### src/rtl/vga_timing_monitor.sv
// Receive-side VGA timing monitor: measures line/frame geometry, rebuilds
// active-pixel coordinates and tracks lock against an expected video mode.
module vga_timing_monitor #(
    parameter int EXP_H_TOTAL   = 800,
    parameter int EXP_V_TOTAL   = 525,
    parameter int LOCK_FRAMES   = 2,
    parameter bit HS_ACTIVE_LOW = 1'b1,
    parameter bit VS_ACTIVE_LOW = 1'b1,
    parameter int TIMEOUT       = 1600
) (
    input  logic       clk,
    input  logic       reset,
    input  logic       vga_hs,
    input  logic       vga_vs,
    input  logic       vga_blank_n,
    output logic [9:0] px_x,
    output logic [9:0] px_y,
    output logic       px_valid,
    output logic [9:0] h_total,
    output logic [9:0] v_total,
    output logic [9:0] h_active,
    output logic [9:0] v_active,
    output logic       locked,
    output logic       frame_done,
    output logic       sync_err
);
    localparam int            TW      = $clog2(TIMEOUT + 1);
    localparam logic [9:0]    EXP_H   = EXP_H_TOTAL[9:0];
    localparam logic [9:0]    EXP_V   = EXP_V_TOTAL[9:0];
    localparam logic [3:0]    LOCK_N  = LOCK_FRAMES[3:0];
    localparam logic [TW-1:0] TO_LAST = TW'(TIMEOUT - 1);
    localparam logic [TW-1:0] TO_MAX  = TW'(TIMEOUT);

    typedef enum logic [1:0] {SEARCH, ACQUIRE, LOCKED} state_t;

    function automatic logic [9:0] sat_inc(input logic [9:0] a, input logic inc);
        return (a == 10'h3FF) ? a : a + {9'd0, inc};
    endfunction

    logic          hs_prev_q, hs_prev_d, vs_prev_q, vs_prev_d;
    logic [9:0]    hcnt_q, hcnt_d, acnt_q, acnt_d;
    logic [9:0]    vcnt_q, vcnt_d, vact_cnt_q, vact_cnt_d;
    logic [9:0]    h_total_q, h_total_d, h_active_q, h_active_d;
    logic [9:0]    v_total_q, v_total_d, v_active_q, v_active_d;
    logic [9:0]    px_x_q, px_x_d, px_y_q, px_y_d, y_next_q, y_next_d;
    logic          px_valid_q, px_valid_d, frame_done_q, frame_done_d;
    logic          line_bad_q, line_bad_d;
    logic [TW-1:0] tcnt_q, tcnt_d;
    state_t        state_q;
    logic [3:0]    good_q;
    logic          locked_q, sync_err_q;

    logic          hs_act, vs_act, hs_rise, vs_rise;
    logic          line_active, line_len_bad, frame_len_bad, timeout_hit, first_px;
    logic [9:0]    h_len, v_len;

    assign hs_act        = vga_hs ^ HS_ACTIVE_LOW;
    assign vs_act        = vga_vs ^ VS_ACTIVE_LOW;
    assign hs_rise       = hs_act & ~hs_prev_q;
    assign vs_rise       = vs_act & ~vs_prev_q;
    assign h_len         = sat_inc(hcnt_q, 1'b1);
    assign v_len         = sat_inc(vcnt_q, hs_rise);
    assign line_active   = (acnt_q != 10'd0);
    assign line_len_bad  = hs_rise & (h_len != EXP_H);
    assign frame_len_bad = (v_len != EXP_V);
    assign timeout_hit   = ~hs_rise & (tcnt_q == TO_LAST);
    // acnt is cleared at each hsync start, so zero means no pixel yet this line
    assign first_px      = vga_blank_n & ~line_active;

    always_comb begin
        hs_prev_d    = hs_act;
        vs_prev_d    = vs_act;
        hcnt_d       = hs_rise ? 10'd0 : sat_inc(hcnt_q, 1'b1);
        acnt_d       = hs_rise ? 10'd0 : sat_inc(acnt_q, vga_blank_n);
        tcnt_d       = hs_rise ? '0 : ((tcnt_q == TO_MAX) ? tcnt_q : tcnt_q + TW'(1));
        h_total_d    = h_total_q;
        h_active_d   = h_active_q;
        v_total_d    = v_total_q;
        v_active_d   = v_active_q;
        vcnt_d       = sat_inc(vcnt_q, hs_rise);
        vact_cnt_d   = sat_inc(vact_cnt_q, hs_rise & line_active);
        line_bad_d   = line_bad_q | line_len_bad;
        y_next_d     = (hs_rise & line_active) ? y_next_q + 10'd1 : y_next_q;
        px_valid_d   = vga_blank_n;
        px_x_d       = px_x_q;
        px_y_d       = px_y_q;
        frame_done_d = vs_rise;

        if (hs_rise) begin
            h_total_d  = h_len;
            h_active_d = sat_inc(acnt_q, vga_blank_n);
        end
        // A coincident hsync start belongs to the frame that is ending
        if (vs_rise) begin
            v_total_d  = v_len;
            v_active_d = sat_inc(vact_cnt_q, hs_rise & line_active);
            vcnt_d     = 10'd0;
            vact_cnt_d = 10'd0;
            line_bad_d = 1'b0;
            y_next_d   = 10'd0;
        end
        if (first_px) begin
            px_x_d = 10'd0;
            px_y_d = y_next_q;
        end else if (vga_blank_n) begin
            px_x_d = px_x_q + 10'd1;
        end
    end

    always_ff @(posedge clk) begin
        if (reset) begin
            hs_prev_q    <= 1'b0;
            vs_prev_q    <= 1'b0;
            hcnt_q       <= '0;
            acnt_q       <= '0;
            tcnt_q       <= '0;
            vcnt_q       <= '0;
            vact_cnt_q   <= '0;
            h_total_q    <= '0;
            h_active_q   <= '0;
            v_total_q    <= '0;
            v_active_q   <= '0;
            line_bad_q   <= 1'b0;
            y_next_q     <= '0;
            px_x_q       <= '0;
            px_y_q       <= '0;
            px_valid_q   <= 1'b0;
            frame_done_q <= 1'b0;
        end else begin
            hs_prev_q    <= hs_prev_d;
            vs_prev_q    <= vs_prev_d;
            hcnt_q       <= hcnt_d;
            acnt_q       <= acnt_d;
            tcnt_q       <= tcnt_d;
            vcnt_q       <= vcnt_d;
            vact_cnt_q   <= vact_cnt_d;
            h_total_q    <= h_total_d;
            h_active_q   <= h_active_d;
            v_total_q    <= v_total_d;
            v_active_q   <= v_active_d;
            line_bad_q   <= line_bad_d;
            y_next_q     <= y_next_d;
            px_x_q       <= px_x_d;
            px_y_q       <= px_y_d;
            px_valid_q   <= px_valid_d;
            frame_done_q <= frame_done_d;
        end
    end

    // Lock FSM; the partial frame seen right after SEARCH is never scored
    always_ff @(posedge clk) begin
        if (reset) begin
            state_q    <= SEARCH;
            good_q     <= 4'd0;
            locked_q   <= 1'b0;
            sync_err_q <= 1'b0;
        end else begin
            sync_err_q <= 1'b0;
            if (timeout_hit) begin
                state_q    <= SEARCH;
                good_q     <= 4'd0;
                locked_q   <= 1'b0;
                sync_err_q <= (state_q == LOCKED);
            end else begin
                case (state_q)
                    SEARCH: begin
                        if (vs_rise) begin
                            state_q <= ACQUIRE;
                            good_q  <= 4'd0;
                        end
                    end
                    ACQUIRE: begin
                        if (vs_rise) begin
                            if (frame_len_bad | line_bad_q | line_len_bad) begin
                                good_q <= 4'd0;
                            end else if (good_q + 4'd1 >= LOCK_N) begin
                                state_q  <= LOCKED;
                                locked_q <= 1'b1;
                                good_q   <= LOCK_N;
                            end else begin
                                good_q <= good_q + 4'd1;
                            end
                        end
                    end
                    LOCKED: begin
                        if (line_len_bad | (vs_rise & frame_len_bad)) begin
                            state_q    <= ACQUIRE;
                            good_q     <= 4'd0;
                            locked_q   <= 1'b0;
                            sync_err_q <= 1'b1;
                        end
                    end
                    default: begin
                        state_q  <= SEARCH;
                        good_q   <= 4'd0;
                        locked_q <= 1'b0;
                    end
                endcase
            end
        end
    end

    assign px_x       = px_x_q;
    assign px_y       = px_y_q;
    assign px_valid   = px_valid_q;
    assign h_total    = h_total_q;
    assign v_total    = v_total_q;
    assign h_active   = h_active_q;
    assign v_active   = v_active_q;
    assign locked     = locked_q;
    assign frame_done = frame_done_q;
    assign sync_err   = sync_err_q;

endmodule

### config.mk
export PLATFORM = sky130hd
export DESIGN_NAME = vga_timing_monitor
export DESIGN_NICKNAME = d
export VERILOG_FILES = /design/src/rtl/vga_timing_monitor.sv
export SDC_FILE = /design/constraint.sdc
export NUM_CORES = 1
export LEC_CHECK = 0
export CAP_MARGIN = 25
export CORE_MARGIN = 8
export CORE_UTILIZATION = 35
export CTS_CLUSTER_SIZE = 28
export DETAILED_ROUTE_END_ITERATION = 12
export GPL_ROUTABILITY_DRIVEN = 0
export SYNTH_ARGS = -nofsm -noshare
export SYNTH_HDL_FRONTEND = slang
export SYNTH_SLANG_ARGS = --single-unit
### constraint.sdc
create_clock -name clk -period 3.2 [get_ports clk]
set_input_delay 0.48 -clock clk [delete_from_list [all_inputs] [get_ports clk]]
set_output_delay 0.48 -clock clk [all_outputs]
set_load 0.005 [all_outputs]
After elaboration in Yosys (flattened, before gate mapping)
Cells that the tools add are included.
- $add $sub $neg: 8
- magnitude comparators: 1
- shifts and indexed selects: 0
- bitwise gates (word level): 18
- reduce and logical (&&, ||, !) cells: 9
- multiply operators: 0
- equal/unequal tests: 15
- div/mod/pow operators: 0
- muxes and demuxes: 24
- operators by type and width (operator ; count):
    $eq A10 B10 Y1 const B ; 4
    $mux W10 ; 4
    $add A10 B1 Y10 ; 3
    $add A10 B1 Y10 const B ; 3
    $eq A11 B11 Y1 const B ; 2
    $mux W4 ; 5
    $ne A10 B10 Y1 const B ; 2
    $pmux W4 S3 ; 1
    $add A11 B1 Y11 const B ; 1
    $mux W2 ; 5
    $reduce_and A5 Y1 ; 2
    $reduce_bool A10 Y1 ; 1
    $ne A2 B2 Y1 const B ; 4
    $reduce_or A2 Y1 ; 4
    $and A1 B1 Y1 ; 7
    $mux W1 ; 7
    $not A1 Y1 ; 7
    $pmux W2 S3 ; 1
    $add A4 B1 Y4 const B ; 1
    $ge A4 B2 Y1 const B ; 1
    $or A1 B1 Y1 ; 4
    $pmux W1 S3 ; 1
    $reduce_and A3 Y1 ; 1
    $eq A2 B1 Y1 const B ; 1
    other kinds (3) ; 3
- logic and storage cells: 96
- input port bits: 5
- bits in read-only memories: 0
- output and inout port bits: 64
- bits in writable memories: 0
- bits in latches: 0
- bits in registers: 134
- memories kept: 0

Depth between registers and ports, before layout
Gate-level depths: netlist of run 1.
- depth after elaboration: 10
- depth in mapped cells: 12
- mapped depth without buffers: 10

Least setup slack after synthesis of run 1
OpenSTA, ideal clock, no wires.
- path kind: input to register
- start: in vga_hs
- end: reg locked_q, in the netlist locked
- stages: 12
- buffers on the path: 2
- data required time: 3.097 ns
- arrival: 2.979 ns
- path slack: 0.118 ns
- setup time: 0.103 ns
- cells stage by stage: nor2_1 > ha_1 > ha_1 > clkbuf_1 > and3_1 > nand3_1 > mux2i_1 > and3_1 > and2_0 > clkbuf_1 > a41o_2 > a2111oi_2
- longest elaborated chain between the ends: 9
- elaborated cells on any way between the ends: 16
- those cells by class: 1 x add/sub; 3 x eq/ne; 1 x mux; 9 x bitwise; 2 x reduce/logical
- ends and longest elaborated chain (item ; RTL line ; source):
    from (decl) ; 13 ; input logic vga_hs,
    $not A1 Y1 (no source line) * ; -- ;
    $and A1 B1 Y1 * ; 59 ; assign hs_rise = hs_act & ~hs_prev_q;
    $add A10 B1 Y10 ; 37 ; return (a == 10'h3FF) ? a : a + {9'd0, inc};
    $mux W10 ; -- ;
    $ne A10 B10 Y1 ; 65 ; assign frame_len_bad = (v_len != EXP_V);
    $or A1 B1 Y1 or $and A1 B1 Y1 (tied branches) ; 174, 186 ;
    $or A1 B1 Y1 (on tied branches) ; 174, 186 ;
    $ne A2 B2 Y1 (no source line) or $ne A2 B1 Y1 (tied branches) ; -- ;
    $reduce_and A5 Y1 (no source line) ; -- ;
    to (signal assigned) ; 178 ; locked_q <= 1'b1;
    to (signal assigned) ; 189 ; locked_q <= 1'b0;
    to (signal assigned) ; 196 ; locked_q <= 1'b0;
    to (decl) ; 51 ; logic locked_q, sync_err_q;
Every way passes the cells marked *; elsewhere a longest branch is shown, timed or not.
A chain may end at the register's enable or synchronous reset.

Worst setup path after layout of run 1
- start: in vga_hs
- end: reg locked_q, in the netlist locked
- longest elaborated chain between the ends: 9
- elaborated cells on any way between the ends: 16
- those cells by class: 1 x add/sub; 3 x eq/ne; 1 x mux; 9 x bitwise; 2 x reduce/logical
- ends and longest elaborated chain (item ; RTL line ; source):
    $not A1 Y1 (no source line) * ; -- ;
    $and A1 B1 Y1 * ; 59 ;
    net hs_rise ; 53 ; logic hs_act, vs_act, hs_rise, vs_rise;
    $add A10 B1 Y10 ; 37 ;
    $mux W10 ; -- ;
    $ne A10 B10 Y1 ; 65 ;
    $or A1 B1 Y1 or $and A1 B1 Y1 (tied branches) ; 174, 186 ;
    $or A1 B1 Y1 (on tied branches) ; 174, 186 ;
    $ne A2 B2 Y1 (no source line) or $ne A2 B1 Y1 (tied branches) ; -- ;
    $reduce_and A5 Y1 (no source line) ; -- ;
Mark *: on every way through the listed nets, which the timed path passes. The rest lies on a longest branch.

==> results of run 1 <==
-- sequential cells by signal (all words and copies together) (netlist names), 10 cells and up --
register	count
tcnt_q	11
acnt_q	10
h_active	10
h_total	10
hcnt_q	10
px_x	10
px_y	10
v_active	10
v_total	10
vact_cnt_q	10
vcnt_q	10
y_next_q	10
-- cell type report --
| cell class | count | area [µm²] | area share [%] |
|---|---|---|---|
| Clock buffer | 19 | 452.9 | 6.197 |
| Clock inverter | 13 | 170.2 | 2.328 |
| Inverter | 8 | 30.03 | 0.4108 |
| Multi-Input combinational cell | 462 | 2858 | 39.10 |
| Sequential cell | 134 | 2683 | 36.70 |
| Tap cell | 216 | 270.3 | 3.697 |
| Timing Repair Buffer | 90 | 845.8 | 11.57 |
-- metrics by stage --
step | util (%) | std cells | instance area, µm² | hold slack, ns
finish | 46.01 | 942 | 7310 | 0.4547
global route | 46.01 | 942 | 7310 | 0.4741
CTS | 46.00 | 942 | 7307 | 0.4568
detailed placement | 42.08 | 910 | 6684 | 0.4425
global placement | 42.08 | 910 | 6684 | 0.4356
floorplan | - | 637 | 5704 | 0.4487
-- worst max-delay path: stages --
cell	delay, ns
sky130_fd_sc_hd__clkdlybuf4s50_1	0.48
sky130_fd_sc_hd__nor2_2	0.19
sky130_fd_sc_hd__ha_1	0.30
sky130_fd_sc_hd__ha_1	0.28
sky130_fd_sc_hd__and3_1	0.21
sky130_fd_sc_hd__nand3_1	0.11
sky130_fd_sc_hd__mux2i_1	0.17
sky130_fd_sc_hd__and3_1	0.17
sky130_fd_sc_hd__and2_1	0.24
sky130_fd_sc_hd__a41o_2	0.31
sky130_fd_sc_hd__a2111oi_2	0.31
-- repair_timing --
action	in CTS	in global routing
endpoints found under the hold margin	0	0
gates resized for setup	0	2
setup endpoints to repair	0	1
-- routing by layer --
metal,up-vias,GRT usage (%),wire [µm]
li1,2384,-,-
met5,-,0,0
met3,12,4.645,756
met4,0,5.811,106
met1,2204,15.86,6208
met2,105,21.72,6245
-- path summary, 6_finish.rpt --
path         startpoint    endpoint  slack, ns
max              vga_hs      locked       0.25
min          h_total[4]  h_total[4]       0.45
max reg2reg   hs_prev_q      locked       0.46
min reg2reg  h_total[4]  h_total[4]       0.45
-- where the power goes --
group	leakage (µW)	total, µW	switching, µW	internal [µW]
combinational	0.00146	158	96.4	61.8
sequential	0.00108	1710	17.8	1690
clock	0.000297	2020	741	1280
-- cells in the final DEF (no fill, tap or decap), types with 7 or more instances in the layout --
master,synthesis,final
sky130_fd_sc_hd__xor2_1,34,34
sky130_fd_sc_hd__clkdlybuf4s50_1,0,68
sky130_fd_sc_hd__o21ai_0,38,38
sky130_fd_sc_hd__nand3_1,27,27
sky130_fd_sc_hd__a21o_1,11,11
sky130_fd_sc_hd__a21oi_1,23,23
sky130_fd_sc_hd__nand2_1,57,57
sky130_fd_sc_hd__xnor2_1,16,16
sky130_fd_sc_hd__buf_4,1,22
sky130_fd_sc_hd__nand4_1,22,22
sky130_fd_sc_hd__inv_1,8,8
sky130_fd_sc_hd__mux2i_1,18,18
sky130_fd_sc_hd__and3_1,21,21
sky130_fd_sc_hd__dfxtp_1,134,134
sky130_fd_sc_hd__nor2_1,93,92
sky130_fd_sc_hd__ha_1,13,13
sky130_fd_sc_hd__a31oi_1,9,9
sky130_fd_sc_hd__and2_1,6,7
sky130_fd_sc_hd__clkbuf_16,0,17
-- cells by family (layout without fill, tap and decap cells) --
| group | count (synthesis) | in the layout | synth area share, % |
|---|---|---|---|
| adder cells (fa/ha/maj) | 13 | 13 | 2.852 |
| XOR/XNOR | 50 | 50 | 7.677 |
| AND/OR/NAND/NOR | 275 | 275 | 23.91 |
| multiplexers | 19 | 19 | 3.356 |
| flip-flops | 134 | 134 | 47.03 |
| AO/OA/AOI/OAI | 105 | 105 | 12.26 |
| buffers and inverters | 41 | 130 | 2.917 |
==> run_summary.xml, run 1 <==
<?xml version="1.0" encoding="UTF-8"?>
<metrics>
  <group name="status">
    <metric name="outcome" unit="">finished, final reports clean</metric>
  </group>
  <group name="run">
    <metric name="drv.max_cap_violation_count" unit="">0</metric>
  </group>
  <group name="hold_path">
    <metric name="worstHoldPathCells" unit="">1</metric>
    <metric name="min-delay-path-class" unit="">register to register</metric>
  </group>
  <group name="timing">
    <metric name="final-hold-violation-count" unit="">0</metric>
    <metric name="pins_over_their_slew_limit" unit="">0</metric>
    <metric name="finalCriticalPeriod" unit="ns">2.954</metric>
    <metric name="final_min_period_over_clock_period" unit="%">92.33</metric>
    <metric name="setup_total_negative_slack" unit="ns">0</metric>
    <metric name="setup_repair_after_global_routing_missed_its_margin" unit="">no</metric>
    <metric name="fmaxAchievable" unit="GHz">0.3385</metric>
    <metric name="setup_ws" unit="ns">0.2455</metric>
    <metric name="worst_pin_slew" unit="ns">0.5665</metric>
    <metric name="maxSlewHeadroom" unit="%">62.23</metric>
    <metric name="report.final.setup_viol" unit="">0</metric>
    <metric name="clock_skew" unit="ns">0.01053</metric>
  </group>
  <group name="floorplan">
    <metric name="y_dimension_of_the_die" unit="µm">143.7</metric>
    <metric name="core_region_area" unit="µm²">15890</metric>
    <metric name="initial_utilization" unit="%">35.91</metric>
    <metric name="die-area" unit="µm²">20640</metric>
    <metric name="floorplan.io_pins" unit="">69</metric>
    <metric name="num_rows" unit="">46</metric>
    <metric name="chipWidth" unit="µm">143.7</metric>
  </group>
  <group name="power">
    <metric name="p_total" unit="µW">3881</metric>
    <metric name="standby_leakage_power" unit="µW">0.002836</metric>
    <metric name="worst_ir_drop_vdd" unit="V">0.0004010</metric>
    <metric name="power.density_cell_area" unit="nW/µm²">531.0</metric>
  </group>
  <group name="placed_design">
    <metric name="port_buffer_count" unit="">68</metric>
    <metric name="dp_hpwl" unit="mm">9.624</metric>
    <metric name="placement.setup.worst_slack" unit="ns">-0.2921</metric>
  </group>
  <group name="synth">
    <metric name="post-synth-top-count-cell" unit="">sky130_fd_sc_hd__dfxtp_1</metric>
    <metric name="yosysUniqueCellTypes" unit="">60</metric>
    <metric name="yosysSeqAreaShare" unit="%">47.03</metric>
    <metric name="netlist_top_cells_area" unit="">sky130_fd_sc_hd__dfxtp_1, sky130_fd_sc_hd__nor2_1, sky130_fd_sc_hd__xor2_1</metric>
    <metric name="syn_avg_cell_area" unit="µm²">8.955</metric>
    <metric name="synth_commonest_cells" unit="">sky130_fd_sc_hd__dfxtp_1, sky130_fd_sc_hd__nor2_1, sky130_fd_sc_hd__nand2_1, sky130_fd_sc_hd__o21ai_0, sky130_fd_sc_hd__xor2_1</metric>
    <metric name="post-synth-top-area-cell" unit="">sky130_fd_sc_hd__dfxtp_1</metric>
    <metric name="mappedNetlistNets" unit="">655</metric>
    <metric name="synth_edf_count" unit="">0</metric>
    <metric name="postSynthRegisterBits" unit="">134</metric>
    <metric name="post_synth_inst_count" unit="">637</metric>
    <metric name="synth-async-reset-ratio" unit="%">0</metric>
    <metric name="synth_area" unit="µm²">5704</metric>
    <metric name="synth-warning-count" unit="">0</metric>
    <metric name="postSynth.topFlopCell" unit="">sky130_fd_sc_hd__dfxtp_1</metric>
    <metric name="synth.top_cell.area_share" unit="%">47.03</metric>
  </group>
  <group name="critical_path">
    <metric name="crit_path_end_kind" unit="">register</metric>
    <metric name="cp_data_required_time" unit="ns">3.51</metric>
    <metric name="setup.worst_path.start_class" unit="">input port</metric>
    <metric name="cp.arrival" unit="ns">3.26</metric>
    <metric name="worst-path-max-fanout" unit="">7</metric>
    <metric name="critPathKind" unit="">input port to register</metric>
    <metric name="r2r_cells" unit="">10</metric>
  </group>
  <group name="global_route">
    <metric name="final_global_route_overflow_total" unit="">0</metric>
    <metric name="largest_net_degree_at_the_start_of_global_routing" unit="">29</metric>
    <metric name="grt_antenna_before_repair" unit="">0</metric>
    <metric name="gr-usage-all-layers" unit="%">13.43</metric>
    <metric name="global_route_wire_length_before_repair" unit="mm">22.22</metric>
    <metric name="grt_pass1_vias" unit="">4674</metric>
  </group>
  <group name="cells_and_area">
    <metric name="syn_to_final_growth" unit="%">28.14</metric>
    <metric name="final_layout_size_suffix_gt1_share" unit="%">10.06</metric>
    <metric name="fillCellCount" unit="">1510</metric>
    <metric name="diodes" unit="">0</metric>
    <metric name="final_net_count" unit="">731</metric>
  </group>
  <group name="clock_network">
    <metric name="cts.sink_count" unit="">134</metric>
    <metric name="clkTransAtPathRegs" unit="ns">0.06</metric>
    <metric name="ctsRootBufferMaster" unit="">sky130_fd_sc_hd__clkbuf_16</metric>
    <metric name="cts_tree" unit="">done</metric>
    <metric name="clock_tree.buffer_depth" unit="">2</metric>
    <metric name="post_cts.repair.setup_buffers" unit="">0</metric>
    <metric name="cts-hold-fix-buffers" unit="">0</metric>
    <metric name="cts-htree-levels" unit="">4</metric>
    <metric name="cts_made_buffers" unit="">17</metric>
    <metric name="clk_latency" unit="ns">0.42</metric>
  </group>
  <group name="route">
    <metric name="routed_wire_length_per_instance" unit="µm">14.14</metric>
    <metric name="detail_route.wirelength" unit="mm">13.32</metric>
    <metric name="num_vias" unit="">4705</metric>
    <metric name="ant_nets" unit="">0</metric>
    <metric name="drt_first_iter_violations" unit="">276</metric>
    <metric name="detail_route.first_pass.iterations" unit="">5</metric>
    <metric name="detail_route.drc_violations" unit="">0</metric>
    <metric name="vias_per_cell" unit="">4.995</metric>
  </group>
</metrics>
Power figures use the tool's default switching activity.
==> run 2: changes to the inputs <==
- CORE_ASPECT_RATIO: not set -> 2
==> run_summary.xml, run 2 (synthesized netlist as in run 1, its figures left out) <==
<?xml version="1.0" encoding="UTF-8"?>
<metrics>
  <group name="clock_network">
    <metric name="cts_tree" unit="">done</metric>
    <metric name="post_cts.repair.setup_buffers" unit="">0</metric>
    <metric name="clk_latency" unit="ns">0.41</metric>
    <metric name="cts-htree-levels" unit="">4</metric>
    <metric name="cts_made_buffers" unit="">17</metric>
    <metric name="clock_tree.buffer_depth" unit="">2</metric>
    <metric name="ctsRootBufferMaster" unit="">sky130_fd_sc_hd__clkbuf_16</metric>
    <metric name="cts-hold-fix-buffers" unit="">0</metric>
    <metric name="cts.sink_count" unit="">134</metric>
    <metric name="clkTransAtPathRegs" unit="ns">0.06</metric>
    <metric name="postCtsResizedCells" unit="">0</metric>
  </group>
  <group name="floorplan">
    <metric name="core_region_area" unit="µm²">16100</metric>
    <metric name="num_rows" unit="">66</metric>
    <metric name="floorplan.io_pins" unit="">69</metric>
    <metric name="y_dimension_of_the_die" unit="µm">196.5</metric>
    <metric name="initial_utilization" unit="%">35.42</metric>
    <metric name="chipWidth" unit="µm">106.3</metric>
    <metric name="die-area" unit="µm²">20890</metric>
  </group>
  <group name="global_route">
    <metric name="final_global_route_overflow_total" unit="">0</metric>
    <metric name="grt_pass1_vias" unit="">4479</metric>
    <metric name="global_route_wire_length_before_repair" unit="mm">21.87</metric>
    <metric name="grt_antenna_before_repair" unit="">0</metric>
    <metric name="gr-usage-all-layers" unit="%">12.76</metric>
    <metric name="largest_net_degree_at_the_start_of_global_routing" unit="">28</metric>
  </group>
  <group name="critical_path">
    <metric name="cp.arrival" unit="ns">3.18</metric>
    <metric name="setup.worst_path.start_class" unit="">input port</metric>
    <metric name="ordered_cell_list_for_the_critical_path" unit="">clkdlybuf4s50_1, nor2_1, ha_1, ha_1, and3_1, nand3_1, mux2i_1, and3_1, and2_0, a41o_2, a2111oi_2</metric>
    <metric name="crit_path_end_kind" unit="">register</metric>
    <metric name="cp_slowest_cell" unit="">sky130_fd_sc_hd__clkdlybuf4s50_1</metric>
    <metric name="worst-path-max-fanout" unit="">6</metric>
    <metric name="worst_path_dominant_cell_family" unit="">simple AND/OR/NAND/NOR gates</metric>
    <metric name="critPathKind" unit="">input port to register</metric>
    <metric name="cp_data_required_time" unit="ns">3.49</metric>
    <metric name="crit_path_max_incr_delay" unit="ns">0.42</metric>
    <metric name="crit_buf_inv" unit="">1</metric>
  </group>
  <group name="cells_and_area">
    <metric name="largest_reg_flops" unit="">11</metric>
    <metric name="syn_to_final_growth" unit="%">27.99</metric>
    <metric name="final_layout_size_suffix_gt1_share" unit="%">9.780</metric>
    <metric name="fillCellCount" unit="">1578</metric>
    <metric name="postLayoutCellArea" unit="µm²">7301</metric>
    <metric name="diodes" unit="">0</metric>
    <metric name="registers.top_by_ff_count" unit="">tcnt_q</metric>
    <metric name="ff_latch_area" unit="µm²">2683</metric>
    <metric name="final_net_count" unit="">731</metric>
    <metric name="layout_common_cells" unit="">sky130_fd_sc_hd__dfxtp_1, sky130_fd_sc_hd__nor2_1, sky130_fd_sc_hd__clkdlybuf4s50_1</metric>
    <metric name="mostFrequentLayoutCell" unit="">sky130_fd_sc_hd__dfxtp_1</metric>
    <metric name="multi_input_comb_area" unit="µm²">2855</metric>
    <metric name="fin_cells" unit="">930</metric>
  </group>
  <group name="route">
    <metric name="ant_nets" unit="">0</metric>
    <metric name="detail_route.wirelength" unit="mm">13.03</metric>
    <metric name="num_vias" unit="">4720</metric>
    <metric name="routed_wire_length_per_instance" unit="µm">14.01</metric>
    <metric name="detail_route.drc_violations" unit="">0</metric>
    <metric name="vias_per_cell" unit="">5.075</metric>
    <metric name="drt_first_iter_violations" unit="">195</metric>
    <metric name="detail_route.first_pass.iterations" unit="">4</metric>
  </group>
  <group name="placed_design">
    <metric name="post-place-cells" unit="">898</metric>
    <metric name="placed_area" unit="µm²">6669</metric>
    <metric name="dp_hpwl" unit="mm">9.186</metric>
    <metric name="placement.setup.worst_slack" unit="ns">-0.1003</metric>
    <metric name="port_buffer_count" unit="">68</metric>
  </group>
  <group name="timing">
    <metric name="finalCriticalPeriod" unit="ns">2.887</metric>
    <metric name="clock_skew" unit="ns">0.005608</metric>
    <metric name="pins_over_their_slew_limit" unit="">0</metric>
    <metric name="setup_total_negative_slack" unit="ns">0</metric>
    <metric name="fmaxAchievable" unit="GHz">0.3464</metric>
    <metric name="setup_ws" unit="ns">0.3132</metric>
    <metric name="maxSlewHeadroom" unit="%">58.73</metric>
    <metric name="report.final.setup_viol" unit="">0</metric>
    <metric name="final-hold-violation-count" unit="">0</metric>
    <metric name="setup_repair_after_global_routing_missed_its_margin" unit="">no</metric>
    <metric name="final_min_period_over_clock_period" unit="%">90.21</metric>
    <metric name="worst_pin_slew" unit="ns">0.6105</metric>
  </group>
  <group name="power">
    <metric name="standby_leakage_power" unit="µW">0.002838</metric>
    <metric name="power.density_cell_area" unit="nW/µm²">538.4</metric>
    <metric name="worst_ir_drop_vdd" unit="V">0.0003385</metric>
    <metric name="p_total" unit="µW">3931</metric>
  </group>
  <group name="run">
    <metric name="drv.max_cap_violation_count" unit="">0</metric>
  </group>
  <group name="status">
    <metric name="outcome" unit="">finished, final reports clean</metric>
  </group>
  <group name="hold_path">
    <metric name="min-delay-path-class" unit="">register to register</metric>
  </group>
</metrics>
[run 2: final cells by class]
type / count / share of cell area (%)
Clock inverter: 12 / 2.399
Inverter: 8 / 0.4113
Clock buffer: 20 / 6.255
Tap cell: 204 / 3.496
Sequential cell: 134 / 36.74
Multi-Input combinational cell: 462 / 39.11
Timing Repair Buffer: 90 / 11.59
[run 2: worst reg2reg max path, delay by kind of cell, from the launching register on]
kind / cells / cell delay [ns]
AOI/OAI and AO/OA: 2 / 0.65
muxes: 1 / 0.15
and+or+nand+nor: 5 / 0.91
DFF: 1 / 0.33
adders and majority gates: 2 / 0.58
[run 2: final timing paths]
check        startpoint  depth (start not counted)         end  slack, ns
max              vga_hs                         11      locked       0.31
max reg2reg   hs_prev_q                         10      locked       0.47
min          h_total[5]                          1  h_total[5]       0.45
min reg2reg  h_total[5]                          1  h_total[5]       0.45
[run 2: metal layers]
metal	share of wire (%)	vias to the layer above	routed length [µm]	GRT usage, %
li1	-	2381	-	-
met4	2.0	0	264	5.354
met2	47	121	6187	20.50
met3	6.0	19	778	4.154
met5	0	-	0	0
met1	45	2199	5801	15.21
[run 2: power by group]
part | internal (µW) | total [µW] | switching [µW]
combinational | 65.9 | 162 | 96.6
sequential | 1690 | 1710 | 18.0
clock | 1340 | 2060 | 718
total | 3100 | 3930 | 833
[run 2: metrics by stage]
stage / hold WS, ns / utilization [%]
3_3_place_gp: 0.4336 / 41.41
3_5_place_dp: 0.4449 / 41.41
4_1_cts: 0.4579 / 45.34
5_1_grt: 0.4786 / 45.34
6_report: 0.4530 / 45.34
2_1_floorplan: 0.4487 / -
==> patch 1: new RTL, flow settings as in run 2 <==
Put one more register stage on the output `h_active`. The value now appears one clock later. The other outputs are not delayed to match.
--- a/src/rtl/vga_timing_monitor.sv
+++ b/src/rtl/vga_timing_monitor.sv
@@ -206,5 +206,7 @@
     assign h_total    = h_total_q;
     assign v_total    = v_total_q;
-    assign h_active   = h_active_q;
+    always_ff @(posedge clk) begin
+        h_active <= h_active_q;
+    end
     assign v_active   = v_active_q;
     assign locked     = locked_q;
Function: changed (Yosys sat finds a counterexample within 4 cycles, from zero or initial values and one cycle with reset high).
==> patch 1 against run 2 <==
- cell area up 0.29%
- power is 1.7% higher
- utilization is 0.10 points lower
- largest cell class is now sequential cells
- highest routed layer unchanged
- non-clock buffer count fell by 4
- routed wire length rose by 3.7%
- sequential cell count grew 10
- setup slack got worse by 0.025 ns
- area after synthesis grew 1.3%
==> patch 1: results (changes against run 2) <==
[status]
status=finished, final reports clean

[timing]
relSlewSlack=0.5223  ; -0.06500
clock_skew_ns=0.009096  ; +0.003487 ns

[final_layout]
multi_input_area_um2=2734  ; -4.3%
multi_input_gates=463  ; +0.22%
seq_area_um2=2883  ; +7.5%
drive_gt1_frac=0.09946  ; +0.001659
nets=739  ; +1.1%
final_cells=938  ; +0.86%
nNonClkBuffers=86  ; -4.4%

[placed_design]
placed_cell_area_um2=6710  ; +0.62%
dp_hpwl_um=9957  ; +8.4%
pre_cts_ws_ns=-0.1694  ; -0.06912 ns
place_inst=905  ; +0.78%

[worst_setup_path]
slowest_delay_ns=0.46  ; +0.04 ns
worstPathArrival_ns=3.20  ; +0.02 ns
path_max_fanout=5  ; -1

[synthesis]
synth.top_cells.by_count=dfxtp_1 (144), nor2_1 (109), nand2_1 (60)
synth_cells=644  ; +1.1%
ys_seq_area_frac=0.4987  ; +0.02842
synthAdderAreaFrac=0.02814  ; -0.0003765
synth-xor-area-share=0.06667  ; -0.01010
synth-seq-cells=144  ; +7.5%
synthMuxAreaShare=0.03312  ; -0.0004431
synth_nets=662  ; +1.1%
ys_types=57  ; -5.0%
synth-compound-area-share=0.09307  ; -0.02954

[power_and_ir_drop]
p_clk_frac=0.504  ; -0.021
power_leakage_nw=2.746  ; -3.3%
power_clock_mw=2.02  ; -2%
vdd_drop_max_mv=0.3687  ; +8.9%

[grt]
grt_pass1_wl_um=23250  ; +6.3%
grt_pass1_vias=4963  ; +11%
grtUsageMet2=0.2480  ; +0.04294
met3_usage=0.04070  ; -0.0008406
grt_use_total=0.1360  ; +0.008428
use_met1=0.1315  ; -0.02060
grt_start_max_net_pins=30  ; +7.1%

[routing]
drt_iter0_drc=180  ; -7.7%
via_count=4741  ; +0.44%

-- patch 1: changes by cell type in the layout (fill, tap and decap cells not counted), sizes merged, moves of 5 or more --
cell   delta
nor3      +6
dfxtp    +10
a21o      -6
nor2     +16
o21ai    +10
nor3b     +5
inv       +7
a31oi     -6
-- patch 1: layer usage --
metal  part of all wire  wire, µm
met1               0.38      5194
met2               0.55      7370
met3              0.043       581
met4              0.027       371
met5                  0         0
-- patch 1: final timing paths --
kind / start / to / slack, ns / depth (start not counted)
worst min register to register: h_active_q[6]$_SDFFE_PP0N_ / h_active[6]$_DFF_P_ / 0.35 / 0
worst max register to register: hs_prev_q$_SDFF_PP0_ / state_q[0]$_SDFFE_PP0P_ / 0.46 / 12
worst min-delay path: h_active_q[6]$_SDFFE_PP0N_ / h_active[6]$_DFF_P_ / 0.35 / 0
worst max-delay path: vga_hs / state_q[0]$_SDFFE_PP0P_ / 0.29 / 13
==> patch 2: new RTL, flow settings as in run 2 <==
Without the edit above. The parameter `TIMEOUT` goes from 1600 to 6400.
--- a/src/rtl/vga_timing_monitor.sv
+++ b/src/rtl/vga_timing_monitor.sv
@@ -7,5 +7,5 @@
     parameter bit HS_ACTIVE_LOW = 1'b1,
     parameter bit VS_ACTIVE_LOW = 1'b1,
-    parameter int TIMEOUT       = 1600
+    parameter int TIMEOUT       = 6400
 ) (
     input  logic       clk,
Behaviour: no difference found for any inputs over 10 cycles, from zero or initial values and one cycle with reset high; that may be too few to reach the edited logic, so the function may still have changed.
==> patch 2 against run 2 <==
- power increased by 0.34%
- register-to-register slack worse by 0.14 ns
- sequential cell count rose by 2
- setup slack got worse by 0.11 ns
- combinational power rose by 7%
- area after synthesis grew 2.1%
- final cell count increased by 3.4%
- routed wire length is essentially flat
- cell area rose by 0.34%
- synthesized cell count increased by 6.8%
- first-iteration DRC count grew 37%
==> patch 2: results (changes against run 2) <==
[synthesis]
synth_nets=698  ; +6.6%
ys_seq_area_frac=0.4673  ; -0.003025
synth_cells=680  ; +6.8%
synthMuxAreaShare=0.02577  ; -0.007792
synth-xor-area-share=0.07065  ; -0.006125
netlist_top_cells_area=dfxtp_1 (47%), nor2_1 (9.1%), xor2_1 (4.1%)
synth.top_cells.by_count=nor2_1 (141), dfxtp_1 (136), nand2_1 (58)
synthAdderAreaFrac=0.02791  ; -0.0006001

[final_layout]
multi_input_area_share=0.4009  ; +0.009766
drive_gt1_frac=0.07417  ; -0.02362
fill_cells=1628  ; +3.2%
clk_share=0.08284  ; -0.003712
seq_share=0.3716  ; +0.004210
multi_input_gates=501  ; +8.4%
nets=763  ; +4.4%
inverters=10  ; +2
nonClkBufAreaFrac=0.1042  ; -0.01167

[grt]
use_met1=0.1467  ; -0.005466
grt_pass1_wl_um=21910  ; +0.16%
grt_pass1_vias=4671  ; +4.3%

[power_and_ir_drop]
comb-power_uw=174  ; +7%
p_switching_uw=826.7  ; -0.71%
vdd_drop_max_mv=0.3600  ; +6.4%

[placed_design]
placed_cell_area_um2=6719  ; +0.75%
pre_cts_ws_ns=-0.08440  ; +0.01590 ns
place_inst=933  ; +3.9%

[routing]
wl_um=13020  ; about the same
firstDrtPassIters=5  ; +1
dr_wl_met2_um=6071  ; -1.9%

[timing]
worst_pin_slew_ns=0.7199  ; +0.1094 ns

[status]
status=finished, final reports clean

-- patch 2: critical path, cell delays in order --
cell and delay (ns):
clkdlybuf4s50_1 0.48, nor2_1 0.07, ha_1 0.21, ha_1 0.23
nand3b_1 0.17, a2111oi_0 0.69, o221a_2 0.32, nand4bb_1 0.15
nand2_1 0.17, o221ai_1 0.13, and3_1 0.19
-- patch 2: final timing paths --
path                         start                       to  slack [ns]  depth (start not counted)
max                         vga_hs  state_q[0]$_SDFFE_PP0P_        0.20                         11
min          line_bad_q$_SDFF_PP0_    line_bad_q$_SDFF_PP0_        0.45                          2
max reg2reg   hs_prev_q$_SDFF_PP0_  state_q[0]$_SDFFE_PP0P_        0.33                         10
min reg2reg  line_bad_q$_SDFF_PP0_    line_bad_q$_SDFF_PP0_        0.45                          2
-- patch 2: cells by family (layout without fill, tap and decap cells) --
group,after synthesis,after routing
mux,15,15
simple gates,328,328
buf+inv,43,118
compound gates,98,98
flops,136,136
fa+ha+maj,13,13
xor+xnor,47,47
